<file path="config.mk">
export PLATFORM = sky130hd
export DESIGN_NAME = uart_tx_arbiter
export DESIGN_NICKNAME = d
export VERILOG_FILES = /design/src/rtl/uart_arb_pkg.sv /design/src/rtl/rr_arbiter.sv /design/src/rtl/uart_tx_arbiter.sv
export SDC_FILE = /design/constraint.sdc
export NUM_CORES = 1
export LEC_CHECK = 0
export CORE_UTILIZATION = 30
export DETAILED_ROUTE_END_ITERATION = 7
export HOLD_SLACK_MARGIN = 0.03
export PLACE_DENSITY = 0.65
export SLEW_MARGIN = 40
export SYNTH_ARGS = -nofsm -noshare
export SYNTH_HDL_FRONTEND = slang
export SYNTH_SLANG_ARGS = --single-unit
</file>
<file path="constraint.sdc">
create_clock -name clk_sys_i -period 2.75 [get_ports clk_sys_i]
set_clock_uncertainty 0.1 [all_clocks]
set_input_delay 0.4125 -clock clk_sys_i [delete_from_list [all_inputs] [get_ports clk_sys_i]]
set_output_delay 0.4125 -clock clk_sys_i [all_outputs]
set_load 0.005 [all_outputs]
</file>
<file path="src/rtl/uart_arb_pkg.sv">
// Shared types and sizing helpers for the UART transmit arbiter.
package uart_arb_pkg;

  localparam int unsigned UartByteW = 8;

  typedef enum logic [0:0] {
    ArbIdle   = 1'b0,
    ArbLocked = 1'b1
  } arb_state_e;

  // Index width for a requester vector; at least one bit.
  function automatic int unsigned arb_idx_w(input int unsigned n);
    return (n > 1) ? $clog2(n) : 1;
  endfunction

  // Stall counter width; a disabled timeout (0) still gets a 1-bit counter.
  function automatic int unsigned arb_cnt_w(input int unsigned t);
    return (t == 0) ? 1 : $clog2(t + 1);
  endfunction

endpackage

</file>
<file path="src/rtl/rr_arbiter.sv">
// Combinational rotating-priority pick: first requester at or above prio_i,
// wrapping to the lowest index when nothing at or above it is requesting.
module rr_arbiter
  import uart_arb_pkg::*;
#(
  parameter int unsigned NumReq = 2,
  localparam int unsigned IdxW  = arb_idx_w(NumReq)
) (
  input  logic [NumReq-1:0] req_i,
  input  logic [IdxW-1:0]   prio_i,
  output logic [NumReq-1:0] gnt_o,
  output logic [IdxW-1:0]   idx_o,
  output logic              valid_o
);

  // Two passes: upper window [prio, N) first, then the wrapped window [0, prio).
  always_comb begin
    gnt_o   = '0;
    idx_o   = '0;
    valid_o = 1'b0;
    for (int i = 0; i < NumReq; i++) begin
      if (!valid_o && req_i[i] && (IdxW'(i) >= prio_i)) begin
        valid_o  = 1'b1;
        gnt_o[i] = 1'b1;
        idx_o    = IdxW'(i);
      end
    end
    for (int i = 0; i < NumReq; i++) begin
      if (!valid_o && req_i[i]) begin
        valid_o  = 1'b1;
        gnt_o[i] = 1'b1;
        idx_o    = IdxW'(i);
      end
    end
  end

endmodule

</file>
<file path="src/rtl/uart_tx_arbiter.sv">
// Message-granular round-robin sharing of one UART TX byte port. The owner
// keeps the port until its last byte is accepted or it stalls past the timeout.
module uart_tx_arbiter
  import uart_arb_pkg::*;
#(
  parameter int unsigned NumReq        = 2,
  parameter int unsigned TimeoutCycles = 1024
) (
  input  logic                        clk_sys_i,
  input  logic                        rst_sys_ni,
  input  logic [NumReq-1:0]           req_valid_i,
  input  logic [NumReq*UartByteW-1:0] req_data_i,
  input  logic [NumReq-1:0]           req_last_i,
  output logic [NumReq-1:0]           req_ready_o,
  output logic                        tx_valid_o,
  output logic [UartByteW-1:0]        tx_data_o,
  input  logic                        tx_ready_i,
  output logic [NumReq-1:0]           grant_o,
  output logic                        timeout_o
);

  localparam int unsigned IdxW    = arb_idx_w(NumReq);
  localparam int unsigned CntW    = arb_cnt_w(TimeoutCycles);
  localparam int unsigned CntLast = (TimeoutCycles == 0) ? 0 : TimeoutCycles - 1;
  localparam logic [CntW-1:0] CntMax = CntLast[CntW-1:0];
  localparam bit TimeoutEn = (TimeoutCycles != 0);

  arb_state_e            state_q, state_d;
  logic [IdxW-1:0]       owner_q, owner_d;
  logic [NumReq-1:0]     grant_q, grant_d;
  logic [IdxW-1:0]       prio_q, prio_d;
  logic [CntW-1:0]       cnt_q, cnt_d;
  logic                  txv_q, txv_d;
  logic [UartByteW-1:0]  txd_q, txd_d;

  logic [NumReq-1:0]     pick_gnt;
  logic [IdxW-1:0]       pick_idx;
  logic                  pick_valid;

  logic                  own_valid, own_last;
  logic [UartByteW-1:0]  own_data;
  logic                  locked, tx_space, accept, cnt_hit;
  logic [IdxW-1:0]       prio_next;

  rr_arbiter #(.NumReq(NumReq)) u_rr (
    .req_i   (req_valid_i),
    .prio_i  (prio_q),
    .gnt_o   (pick_gnt),
    .idx_o   (pick_idx),
    .valid_o (pick_valid)
  );

  // Route the current owner's valid/last/data through a one-hot mux.
  always_comb begin
    own_valid = 1'b0;
    own_last  = 1'b0;
    own_data  = '0;
    for (int i = 0; i < NumReq; i++) begin
      if (grant_q[i]) begin
        own_valid = req_valid_i[i];
        own_last  = req_last_i[i];
        own_data  = req_data_i[i*UartByteW +: UartByteW];
      end
    end
  end

  assign locked    = (state_q == ArbLocked);
  // Output slot is free when empty or draining this cycle.
  assign tx_space  = !txv_q || tx_ready_i;
  assign accept    = locked && own_valid && tx_space;
  // Only cycles with the owner's valid low advance the stall counter, so
  // tx backpressure alone never revokes a grant.
  assign cnt_hit   = TimeoutEn && locked && !own_valid && (cnt_q == CntMax);
  assign prio_next = (owner_q == IdxW'(NumReq - 1)) ? '0 : owner_q + IdxW'(1);

  assign req_ready_o = grant_q & {NumReq{locked && tx_space}};
  assign tx_valid_o  = txv_q;
  assign tx_data_o   = txd_q;
  assign grant_o     = grant_q;
  assign timeout_o   = cnt_hit;

  // Arbitration FSM: pick in IDLE, hold through the message in LOCKED.
  always_comb begin
    state_d = state_q;
    owner_d = owner_q;
    grant_d = grant_q;
    prio_d  = prio_q;
    cnt_d   = cnt_q;
    unique case (state_q)
      ArbIdle: begin
        if (pick_valid) begin
          state_d = ArbLocked;
          owner_d = pick_idx;
          grant_d = pick_gnt;
          cnt_d   = '0;
        end
      end
      ArbLocked: begin
        if (accept) begin
          // An accepted last byte wins over a timeout in the same cycle.
          cnt_d = '0;
          if (own_last) begin
            state_d = ArbIdle;
            grant_d = '0;
            prio_d  = prio_next;
          end
        end else if (TimeoutEn && !own_valid) begin
          if (cnt_hit) begin
            state_d = ArbIdle;
            grant_d = '0;
            prio_d  = prio_next;
            cnt_d   = '0;
          end else begin
            cnt_d = cnt_q + CntW'(1);
          end
        end
      end
      default: begin
        state_d = ArbIdle;
        grant_d = '0;
      end
    endcase
  end

  // Output byte register: load on accept, otherwise clear valid on drain.
  always_comb begin
    txv_d = txv_q;
    txd_d = txd_q;
    if (accept) begin
      txv_d = 1'b1;
      txd_d = own_data;
    end else if (tx_ready_i) begin
      txv_d = 1'b0;
    end
  end

  // State and datapath registers; reset drops any in-flight byte and lock.
  always_ff @(posedge clk_sys_i or negedge rst_sys_ni) begin
    if (!rst_sys_ni) begin
      state_q <= ArbIdle;
      owner_q <= '0;
      grant_q <= '0;
      prio_q  <= '0;
      cnt_q   <= '0;
      txv_q   <= 1'b0;
      txd_q   <= '0;
    end else begin
      state_q <= state_d;
      owner_q <= owner_d;
      grant_q <= grant_d;
      prio_q  <= prio_d;
      cnt_q   <= cnt_d;
      txv_q   <= txv_d;
      txd_q   <= txd_d;
    end
  end

endmodule

</file>
==> results.cfg <==
[die]
dieArea_um2 = 4610
io_pins = 37
die_x_um = 67.9
rows = 23
fp.dieH_um = 67.9
initial_utilization_pct = 31.9
core_um2 = 4090

[sta]
setup_viol = 0
final_max_slew_viol_count = 0
finalSetupTns_ns = 0
hold_ws_ns = 0.363
slew_headroom_pct = 66.4
worst_pin_slew_ns = 0.491
finalCriticalPeriod_ns = 2.65
hold_violations = 0
worst_slack_ns = 0.0978
fmax_mhz = 377
grt_setup_unrepaired = no
fin_crit_sh_pct = 96.4

[pwr]
peakVddDrop_mv = 0.344
power_mw = 1.59
leakage_nw = 0.745
powerDensity_nw_per_um2 = 879

[placed_design]
dp_hpwl_um = 2160
portBuffers = 36
gp_congestion = 0.867
pre_cts_ws_ns = 0.141
placed_area_um2 = 1730
place_inst = 216

[clock_network]
htree_levels = 1
numCtsBuffers = 3
root_buffer = clkbuf_8
clock-sinks = 25
clockBufferDepth = 2
postCtsHoldBufs = 0
insertion_delay_ns = 0.27
clkTransAtPathRegs_ns = 0.09
cts_tree = yes

[final_layout]
num-fill-cells = 388
stdcell_area_um2 = 1800
area_delta_synth_final_pct = 38.4
antenna_cells = 0
postLayoutCoreUtil_pct = 44.1
nNetsFinal = 196
stdcell_count = 221
drive_gt1_share_pct = 12.3

[route]
via_count = 1111
firstDrtPassIters = 4
avgRoutedWirePerCell_um = 12.6
post-route-drc-count = 0
vias_per_cell = 5.03
drt_iter0_drc = 32
drtAntennaViolNets = 0
routed_wl_um = 2780

[hold_path]
holdPathEnd = prio_q
hold_path_class = flip-flop to flip-flop
hold_start = owner_q
min_path_cells = 1

[worst_setup_path]
r2r-start = grant_o[1]
r2r_slack_ns = 0.62
crit_arrival_ns = 2.14
start_kind = flip-flop
path_max_fanout = 5
required_ns = 2.24
cp-end-kind = output port
r2r_cells = 6
worstSetupPathType = flip-flop to output port
r2r_end = cnt_q[7]

[yosys]
synth-edff-count = 0
synth_area_um2 = 1300
dominantRegCellSynth = dfrtp_1
synth_warnings = 0
yosysMostFrequentCell = dfrtp_1
synth_top_area_share_pct = 48.0
netlist-cell-type-count = 34
yosys-top-cells-count = 25 x dfrtp_1, 16 x nand2_1, 15 x nor2_1
yosys.area.top_type = dfrtp_1
syn_inst = 131
syn_area_per_cell_um2 = 9.94
synth_async_sr_flop_share_pct = 100
synth_seq_cells = 25
yosysSeqAreaShare_pct = 48.0
synthTopCellsByArea = dfrtp_1 48%, xnor2_1 6.1%, a22oi_1 5.2%
synth_nets = 155

[grt]
grt_pass1_wl_um = 4600
grt_max_degree = 26
grt-ovfl-total = 0
grt_pass1_vias = 1117
grt_use_total_pct = 13.0
antenna_found_initial = 0

[outcome]
outcome = completed

[flow_run]
max-cap-violations = 0
-- worst max-delay path by stage --
stage	slack (ns)	to	depth (start not counted)	startpoint
final	0.1	timeout_o	5	cnt_q[1]
after global routing	0.004	timeout_o	5	cnt_q[1]
after CTS	0.005	timeout_o	5	cnt_q[1]
after detailed placement	0.14	timeout_o	5	cnt_q[0]
after global placement	0.20	timeout_o	5	cnt_q[0]
after floorplan	0.75	grant_o[1]	6	cnt_q[0]
-- power breakdown --
group | internal, mW | switching [mW] | leakage [nW] | total [mW]
Combinational | 0.402 | 0.315 | 0.389 | 0.717
Sequential | 0.514 | 0.139 | 0.330 | 0.654
Clock | 0.101 | 0.113 | 0.0255 | 0.214
-- cells in the final DEF (no fill, tap or decap), types with 2 or more instances in the layout --
cell,n
nand3_2,3
o21ai_0,8
a32o_1,2
clkdlybuf4s50_1,36
nand2_1,16
nor2_1,14
and3_1,3
a211oi_1,3
buf_4,7
xnor2_1,9
nand3_1,4
inv_1,3
dfrtp_1,25
clkbuf_8,3
nand2b_1,2
a22oi_1,9
a21oi_1,4
-- critical path, stage by stage, from the launching register on --
cell	delay, ns
dfrtp_1	0.42
ha_4	0.18
nand3_2	0.09
or4_4	0.54
nor2_4	0.14
clkdlybuf4s50_1	0.51
-- cells by family (layout without fill, tap and decap cells) --
logic type	after synthesis	count (layout)	synth area share [%]
and+or+nand+nor	48	48	18.0
AOI/OAI and AO/OA	38	38	23.0
DFF	25	25	48.0
xor gates and xnor gates	9	9	6.05
buffers and inverters	10	50	4.03
adders and majority gates	1	1	0.960
-- area by class of cell --
type                       instances  area [µm²]  share of cell area (%)
clock buffer                       3        41.3                    2.29
clock inverter                     1        5.00                   0.278
inverter                           3        11.3                   0.625
multi-input combinational         96         644                    35.7
sequential                        25         626                    34.7
tap                               50        62.6                    3.47
timing repair buffer              43         413                    22.9
-- repair_timing --
item	4_1_cts	5_1_grt
pin swaps	0	1
resized for setup	3	1
buffers inserted	1	0
endpoints found under the setup margin	1	1
-- routing by layer --
| metal | wire length, µm | GRT usage, % |
|---|---|---|
| met5 | 0 | 0 |
| met2 | 1300 | 25.2 |
| met4 | 20 | 3.13 |
| met3 | 217 | 2.17 |
| met1 | 1240 | 14.4 |
-- sequential cells by signal, summed over array words and instances, names as in the netlist --
register / cells
prio_q: 1
grant_o: 2
tx_data_o: 8
owner_q: 1
tx_valid_o: 1
locked: 1
cnt_q: 11
Note: power is estimated with default switching activity, not from simulation.
